==> src/rtl/alu_op_sequencer_pkg.sv <==
// alu_op_sequencer_pkg: shared widths, legal-function bound and FSM encoding for the ALU issue sequencer.
package alu_op_sequencer_pkg;
    localparam int ALU_W = 20;
    localparam int ALU_FUNC_W = 4;
    localparam logic [ALU_FUNC_W-1:0] ALU_FUNC_MAX = 4'b0111;

    typedef enum logic [1:0] {IDLE, EXEC, RESP} seq_state_t;

    function automatic logic func_legal(input logic [ALU_FUNC_W-1:0] f);
        return f <= ALU_FUNC_MAX;
    endfunction
endpackage

==> src/rtl/alu_settle_counter.sv <==
// alu_settle_counter: loadable down-counter that stops at zero and flags done while it sits there.
module alu_settle_counter #(
    parameter int W = 4
) (
    input  logic         clk,
    input  logic         rst,
    input  logic         load_i,
    input  logic [W-1:0] load_val_i,
    output logic         done_o
);
    logic [W-1:0] cnt_q;

    always_ff @(posedge clk or posedge rst) begin
        if (rst) cnt_q <= '0;
        else if (load_i) cnt_q <= load_val_i;
        else if (cnt_q != '0) cnt_q <= cnt_q - 1'b1;
    end

    assign done_o = cnt_q == '0;
endmodule

==> src/rtl/alu_op_sequencer.sv <==
// alu_op_sequencer: issues requests to the combinational ALU from registered operands,
// waits SETTLE cycles, then returns the captured result over a valid/ready handshake.
module alu_op_sequencer
    import alu_op_sequencer_pkg::*;
#(
    parameter int WIDTH  = ALU_W,
    parameter int SETTLE = 1
) (
    input  logic                  clk,
    input  logic                  rst,
    input  logic                  req_valid,
    output logic                  req_ready,
    input  logic [ALU_FUNC_W-1:0] req_func,
    input  logic [WIDTH-1:0]      req_a,
    input  logic [WIDTH-1:0]      req_b,
    input  logic                  req_chain,
    output logic [WIDTH-1:0]      alu_in1,
    output logic [WIDTH-1:0]      alu_in2,
    output logic [ALU_FUNC_W-1:0] alu_func,
    input  logic [WIDTH-1:0]      alu_ans,
    input  logic                  alu_zf,
    output logic                  rsp_valid,
    input  logic                  rsp_ready,
    output logic [WIDTH-1:0]      rsp_ans,
    output logic                  rsp_zf,
    output logic                  rsp_err,
    output logic [15:0]           op_count
);
    seq_state_t            state_q;
    logic                  req_ready_q, rsp_valid_q, rsp_zf_q, rsp_err_q, err_pend_q;
    logic [WIDTH-1:0]      alu_in1_q, alu_in2_q, rsp_ans_q, prev_ans_q;
    logic [ALU_FUNC_W-1:0] alu_func_q;
    logic [15:0]           op_count_q;
    logic                  legal, cnt_load, cnt_done;
    logic [3:0]            cnt_val;

    assign legal    = func_legal(req_func);
    assign cnt_load = state_q == IDLE && req_valid;
    // Illegal requests take a single cycle in EXEC so their latency matches a SETTLE=1 op.
    assign cnt_val  = legal ? 4'(SETTLE - 1) : 4'd0;

    alu_settle_counter #(.W(4)) u_settle (
        .clk       (clk),
        .rst       (rst),
        .load_i    (cnt_load),
        .load_val_i(cnt_val),
        .done_o    (cnt_done)
    );

    always_ff @(posedge clk or posedge rst) begin
        if (rst) begin
            state_q     <= IDLE;
            req_ready_q <= 1'b1;
            rsp_valid_q <= 1'b0;
            rsp_err_q   <= 1'b0;
            rsp_ans_q   <= '0;
            rsp_zf_q    <= 1'b0;
            err_pend_q  <= 1'b0;
            prev_ans_q  <= '0;
            op_count_q  <= '0;
            alu_in1_q   <= '0;
            alu_in2_q   <= '0;
            alu_func_q  <= '0;
        end else begin
            case (state_q)
                IDLE: if (req_valid) begin
                    state_q     <= EXEC;
                    req_ready_q <= 1'b0;
                    err_pend_q  <= !legal;
                    if (legal) begin
                        alu_func_q <= req_func;
                        alu_in2_q  <= req_b;
                        alu_in1_q  <= req_chain ? prev_ans_q : req_a;
                    end
                end
                EXEC: if (cnt_done) begin
                    state_q     <= RESP;
                    rsp_valid_q <= 1'b1;
                    rsp_err_q   <= err_pend_q;
                    rsp_ans_q   <= err_pend_q ? '0 : alu_ans;
                    rsp_zf_q    <= !err_pend_q && alu_zf;
                    if (!err_pend_q) begin
                        prev_ans_q <= alu_ans;
                        op_count_q <= op_count_q + 16'd1;
                    end
                end
                RESP: if (rsp_ready) begin
                    state_q     <= IDLE;
                    rsp_valid_q <= 1'b0;
                    req_ready_q <= 1'b1;
                end
                default: state_q <= IDLE;
            endcase
        end
    end

    assign req_ready = req_ready_q;
    assign rsp_valid = rsp_valid_q;
    assign rsp_ans   = rsp_ans_q;
    assign rsp_zf    = rsp_zf_q;
    assign rsp_err   = rsp_err_q;
    assign op_count  = op_count_q;
    assign alu_in1   = alu_in1_q;
    assign alu_in2   = alu_in2_q;
    assign alu_func  = alu_func_q;
endmodule

==> config.mk <==
export PLATFORM = sky130hd
export DESIGN_NAME = alu_op_sequencer
export DESIGN_NICKNAME = d
export VERILOG_FILES = /design/src/rtl/alu_op_sequencer_pkg.sv /design/src/rtl/alu_settle_counter.sv /design/src/rtl/alu_op_sequencer.sv
export SDC_FILE = /design/constraint.sdc
export NUM_CORES = 1
export LEC_CHECK = 0
export BUFFER_PORTS_ARGS = -buffer_cell sky130_fd_sc_hd__buf_4
export CELL_PAD_IN_SITES_DETAIL_PLACEMENT = 1
export CELL_PAD_IN_SITES_GLOBAL_PLACEMENT = 1
export CORE_AREA = 3 3 117 119
export DETAILED_ROUTE_END_ITERATION = 16
export DIE_AREA = 0 0 120 122
export PLACE_DENSITY_LB_ADDON = 0.1
export SLEW_MARGIN = 30
export SYNTH_ARGS = -nofsm -noshare
export SYNTH_HDL_FRONTEND = slang
export SYNTH_HIERARCHICAL = 1
export SYNTH_SLANG_ARGS = --single-unit
==> constraint.sdc <==
create_clock -name clk -period 3.41 [get_ports clk]
set_input_delay 0 -clock clk [delete_from_list [all_inputs] [get_ports clk]]
set_output_delay 0 -clock clk [all_outputs]
set_load 0.01 [all_outputs]
# Word level (Yosys, flattened, before mapping)
# Cells that the tools add are included.
# classes
n_addsub	2
magnitude_cmp	1
eq_ne	5
muxes	14
bitwise_logic	1
reduce_logical	17
# ops
op	n
20-bit 2-to-1 mux	2
16-bit by 1-bit adder with 16-bit output (second input constant)	1
3-bit AND reduction	5
4-bit 2-to-1 mux	2
2-bit 2-to-1 mux	3
2-bit inequality test (second input constant)	3
2-bit case mux with 3 select lines	1
2-bit nonzero test	3
4-bit by 3-bit <= comparator with 1-bit output (second input constant)	1
4-bit logical NOT	1
1-bit 2-to-1 mux	4
1-bit case mux with 2 select lines	2
2-bit AND reduction	2
4-bit nonzero test	1
4-bit by 1-bit subtractor with 4-bit output (second input constant)	1
2-bit by 1-bit equality test with 1-bit output (second input constant)	1
2-bit equality test (second input constant)	1
1-bit logical AND	2
1-bit logical NOT	2
2-bit logical NOT	1
1-bit NOT	1
# totals
reg_bits	111

# Depth between registers and ports, before layout
# depth
word_depth	3
mapped_depth	8

# Modules after synthesis
# The synthesis kept the hierarchy.
# by_module_without_submodules
mod	instances	cells_per_inst	area_per_inst_um2	seq_area_each_um2
alu_op_sequencer	1	315	4212.8	2678.8
alu_settle_counter	1	23	236.5	100.1

# Worst setup path after synthesis
# No wires, ideal clock.
# synth_path
path_kind	flip-flop to flip-flop
startpoint	reg u_settle.cnt_q[0]
endpoint	reg op_count_q[15], in the netlist op_count[15]
setup_ns	0.079
arrival_ns	2.062
t_required_ns	3.331
path_slack_ns	1.269
path_stages_with_launch	9
cell_sequence	dfrtp_1 > inv_1 > ha_1 > nor3b_4 > nand4bb_1 > buf_2 > or4_4 > nor3_2 > xor2_1
# synth_between
elab_chain_len	2
# synth_lines
item	line_no	source
start, declared	alu_settle_counter.sv:11	logic [W-1:0] cnt_q;
start signal, assigned	alu_settle_counter.sv:15	else if (load_i) cnt_q <= load_val_i;
start signal, assigned	alu_settle_counter.sv:16	else if (cnt_q != '0) cnt_q <= cnt_q - 1'b1;
4-bit logical NOT	alu_settle_counter.sv:19	assign done_o = cnt_q == '0;
via cnt_done	alu_op_sequencer.sv:34	logic legal, cnt_load, cnt_done;
3-bit AND reduction (no source line)	n/a	
end signal, assigned	alu_op_sequencer.sv:84	op_count_q <= op_count_q + 16'd1;
end, declared	alu_op_sequencer.sv:33	logic [15:0] op_count_q;
# The timed path passes the listed nets, and every way through them passes these cells.
# A chain may end at the register's enable or synchronous reset.

# Worst setup path after layout
# layout_path
startpoint	reg u_settle.cnt_q[0]
endpoint	reg op_count_q[10], in the netlist op_count[10]
# Same word-level chain as after synthesis.

==> impl_metrics.env <==
export IMPL_status="complete, no violations"
export IMPL_hold_path_class="in -> reg"
export IMPL_drt_pass1_iterations=4
export IMPL_cts_resized=0
export IMPL_worstPathRequired_ps=3640
export IMPL_slew_viol_final=0
export IMPL_ant_nets=0
export IMPL_proportion_of_synthesized_area_in_mux_cells=0.164
export IMPL_layout_worst_path_cycle_share=0.809
export IMPL_die_width_um=120
export IMPL_static_leakage_power_uw=0.00322
export IMPL_fp_coreArea_sq_mm=0.0127
export IMPL_multiInputGateArea_sq_mm=0.00159
export IMPL_cts_tree="done"
export IMPL_setup_violations=0
export IMPL_irDropWorstVdd_uv=517
export IMPL_synth_sequential_area_ratio=0.625
export IMPL_min_period_ps=2760
export IMPL_finalWeightedCongestion=0.704
export IMPL_area_growth_syn_to_layout_pct=51.9
export IMPL_synth_largest_area_cell="dfrtp_1"
export IMPL_clk_path_buf_depth=2
export IMPL_worst_path_buf_inv=1
export IMPL_global_route_usage_total=0.184
export IMPL_max_freq_ghz=0.363
export IMPL_drt_first_iter_violations=165
export IMPL_count_of_endpoints_failing_hold_in_the_final_timing_report=0
export IMPL_routed_via_count=3451
export IMPL_number_of_flops_mapped_to_enable_cells_by_yosys=0
export IMPL_routedWlPerCell_um=17.4
export IMPL_preCtsSetupSlack_ps=622
export IMPL_cts_repair_timing_setup_buffer_count=0
export IMPL_synth_ff_latch_count=111
export IMPL_cts_root_buffer="clkbuf_16"
export IMPL_post_synth_and_or_nand_nor_area_fraction=0.0737
export IMPL_number_of_antenna_violations_at_the_first_check_in_global_routing=0
export IMPL_worst_path_largest_cell_delay_ps=770
export IMPL_fp_row_count=41
export IMPL_dp_hpwl_mm=8.28
export IMPL_yosysTopAreaCellShare=0.619
export IMPL_initial_utilization=0.351
export IMPL_grt_overflow=0
export IMPL_area_contributors_post_synth="dfrtp_1 (62%), mux2_2 (12%), mux2i_1 (4.7%)"
export IMPL_drt_wl_total_mm=12.9
export IMPL_timing_max_slew_rel_slack=0.506
export IMPL_worst_pin_slew_ps=741
export IMPL_synthDistinctLibCells=33
export IMPL_yosys_warnings=6
export IMPL_final_critical_path_setup_slack_ps=652
export IMPL_post_place_cells=656
export IMPL_rsz_0062_raised_after_global_routing="no"
export IMPL_fraction_of_layout_cells_with_a_size_suffix_above_1=0.405
export IMPL_syn_area_sq_mm=0.00445
export IMPL_final_net_count=633
export IMPL_cp_max_fo=12
export IMPL_number_of_global_route_vias_before_repair=3898
export IMPL_finalSetupTns_ps=0
export IMPL_critical_path_slowest_cell="nor4_1"
export IMPL_post_cts_hold_buffer_count=66
export IMPL_power_density_mw_per_mm2=752
export IMPL_count_of_h_tree_levels_built_during_cts=3
export IMPL_worst_path_arrival_time_ps=2990
export IMPL_worstSkewPairLatency_ps=350
export IMPL_cp_top_family="simple AND/OR/NAND/NOR gates"
export IMPL_fin_worst_skew_ps=7.38
export IMPL_routed_via_density=4.68
export IMPL_yosys_area_share_xor_xnor=0.0315
export IMPL_synth_compound_area_frac=0.0768
export IMPL_most_used_flip_flop_cell_after_synthesis="dfrtp_1"
export IMPL_seq_area_sq_mm=0.00278
export IMPL_netlist_instances=338
export IMPL_io_pins=154
export IMPL_synth_top_family_by_area="multiplexers"
export IMPL_total_switching_power_uw=1630
export IMPL_commonest_non_fill_non_tap_cell_in_the_layout="buf_4"
export IMPL_path_clk_slew_ps=70
export IMPL_floorplan_die_area_sq_mm=0.0146
export IMPL_port_buffer_count=153
export IMPL_critPathKind="reg -> reg"
export IMPL_maxCapViolCount=0
export IMPL_insertedDiodeCount=0
export IMPL_start_kind="flip-flop"
export IMPL_clock_sinks=111
export IMPL_final_cells=738
export IMPL_async_flop_share=1.00
export IMPL_most_common_layout_cells="buf_4 (160), dfrtp_1 (110), dlygate4sd3_1 (66), mux2_2 (46), nor2_1 (28)"
export IMPL_pwr_share_comb=0.371
export IMPL_cell_int_power_uw=3450
export IMPL_synth_adder_area_share=0.00562
export IMPL_maximum_number_of_pins_on_one_net_before_global_route_repair=83
export IMPL_die_y_um=122
export IMPL_drc=0
export IMPL_num_fill_cells=1329
export IMPL_cp_cell_sequence="inv_1 > ha_1 > nor3b_4 > nand4bb_2 > nor4_1 > nand3_1 > xnor2_1"
export IMPL_power_share_switching=0.321
export IMPL_setup_worst_path_end_class="flip-flop"
export IMPL_power_clock_fraction=0.195
export IMPL_syn_mean_instance_area_sq_um=13.2
export IMPL_grt_first_pass_wirelength_mm=20.8
export IMPL_seqPwrFrac=0.434
export IMPL_whs_ps=26.0
export IMPL_number_of_clock_buffers_inserted_by_tritoncts=9
-- layer usage --
metal | share of wire | track usage | up-vias
met4 | 0.0042 | 0.0387 | 0
met5 | 0 | 0 | -
met3 | 0.038 | 0.0543 | 4
met1 | 0.41 | 0.210 | 1737
li1 | - | - | 1629
met2 | 0.55 | 0.340 | 81
-- worst min-delay path: cells and delay by family --
| family | cells | cell delay (ps) |
|---|---|---|
| AO/OA/AOI/OAI | 1 | 140 |
| AND/OR/NAND/NOR | 1 | 110 |
| buffers and inverters | 1 | 80 |
-- stage by stage --
stage	utilization	cell area, sq um	power, uW
2_1_floorplan	-	4460	3130
3_3_place_gp	0.459	5820	3980
3_5_place_dp	0.459	5820	4070
4_1_cts	0.533	6760	5150
5_1_grt	0.533	6760	5430
6_report	0.533	6760	5080
-- sequential cells by signal, summed over array words and instances (netlist names) --
signal / count
alu_in1: 20
alu_in2: 20
prev_ans_q: 20
rsp_ans: 20
op_count: 16
alu_func: 4
u_settle/cnt_q: 4
state_q: 2
err_pend_q: 1
req_ready: 1
rsp_err: 1
rsp_valid: 1
rsp_zf: 1
-- cell usage after synthesis (2+ instances only) --
master,count
inv_1,8
ha_1,2
xor2_1,6
buf_1,2
dfrtp_1,110
nand4_1,4
xnor2_1,10
nand2_1,10
nand2b_1,2
nor2_1,29
a22o_1,21
nand3_1,5
buf_2,8
clkbuf_1,7
mux2_2,46
mux2i_1,21
nor3_1,5
a21oi_1,26
o21ai_0,2
-- cells by family (layout without fill, tap and decap cells) --
| kind of cell | after synthesis | in the layout |
|---|---|---|
| XOR/XNOR | 16 | 16 |
| AND/OR/NAND/NOR | 65 | 65 |
| AO/OA/AOI/OAI | 51 | 51 |
| multiplexers | 67 | 67 |
| adder cells (fa/ha/maj) | 2 | 2 |
| other | 1 | 4 |
| flip-flops | 111 | 111 |
| buffers and inverters | 25 | 250 |
-- power by group through the flow --
stage          Clock [uW]  Sequential (uW)  Combinational (uW)
4_1_cts              1040             2200                1900
3_5_place_dp            0             2230                1840
6_report              991             2210                1880
5_1_grt              1090             2270                2070
3_3_place_gp            0             2200                1780
2_1_floorplan           0             2320                 804
-- cell type report --
type	instances	area share
Inverter	8	0.00518
Tap cell	172	0.0318
Timing Repair Buffer	226	0.276
Clock inverter	4	0.00296
Multi-Input combinational cell	205	0.235
Clock buffer	12	0.0380
Sequential cell	111	0.411
-- path summary, 6_finish.rpt --
check,from,end,slack (ps),cells past startpoint
hold reg to reg,op_count[15]$_DFFE_PP0P_,op_count[15]$_DFFE_PP0P_,470,1
max in group asynchronous,rst,prev_ans_q[7]$_DFFE_PP0P_,2340,4
setup / recovery,u_settle/cnt_q[0]$_DFFE_PP0P_,op_count[10]$_DFFE_PP0P_,650,7
setup reg to reg,u_settle/cnt_q[0]$_DFFE_PP0P_,op_count[10]$_DFFE_PP0P_,650,7
min in group asynchronous,rst,u_settle/cnt_q[2]$_DFFE_PP0P_,130,3
hold / removal,req_valid,state_q[0]$_DFFE_PP0P_,30,3
(Power assumes the default switching activity.)
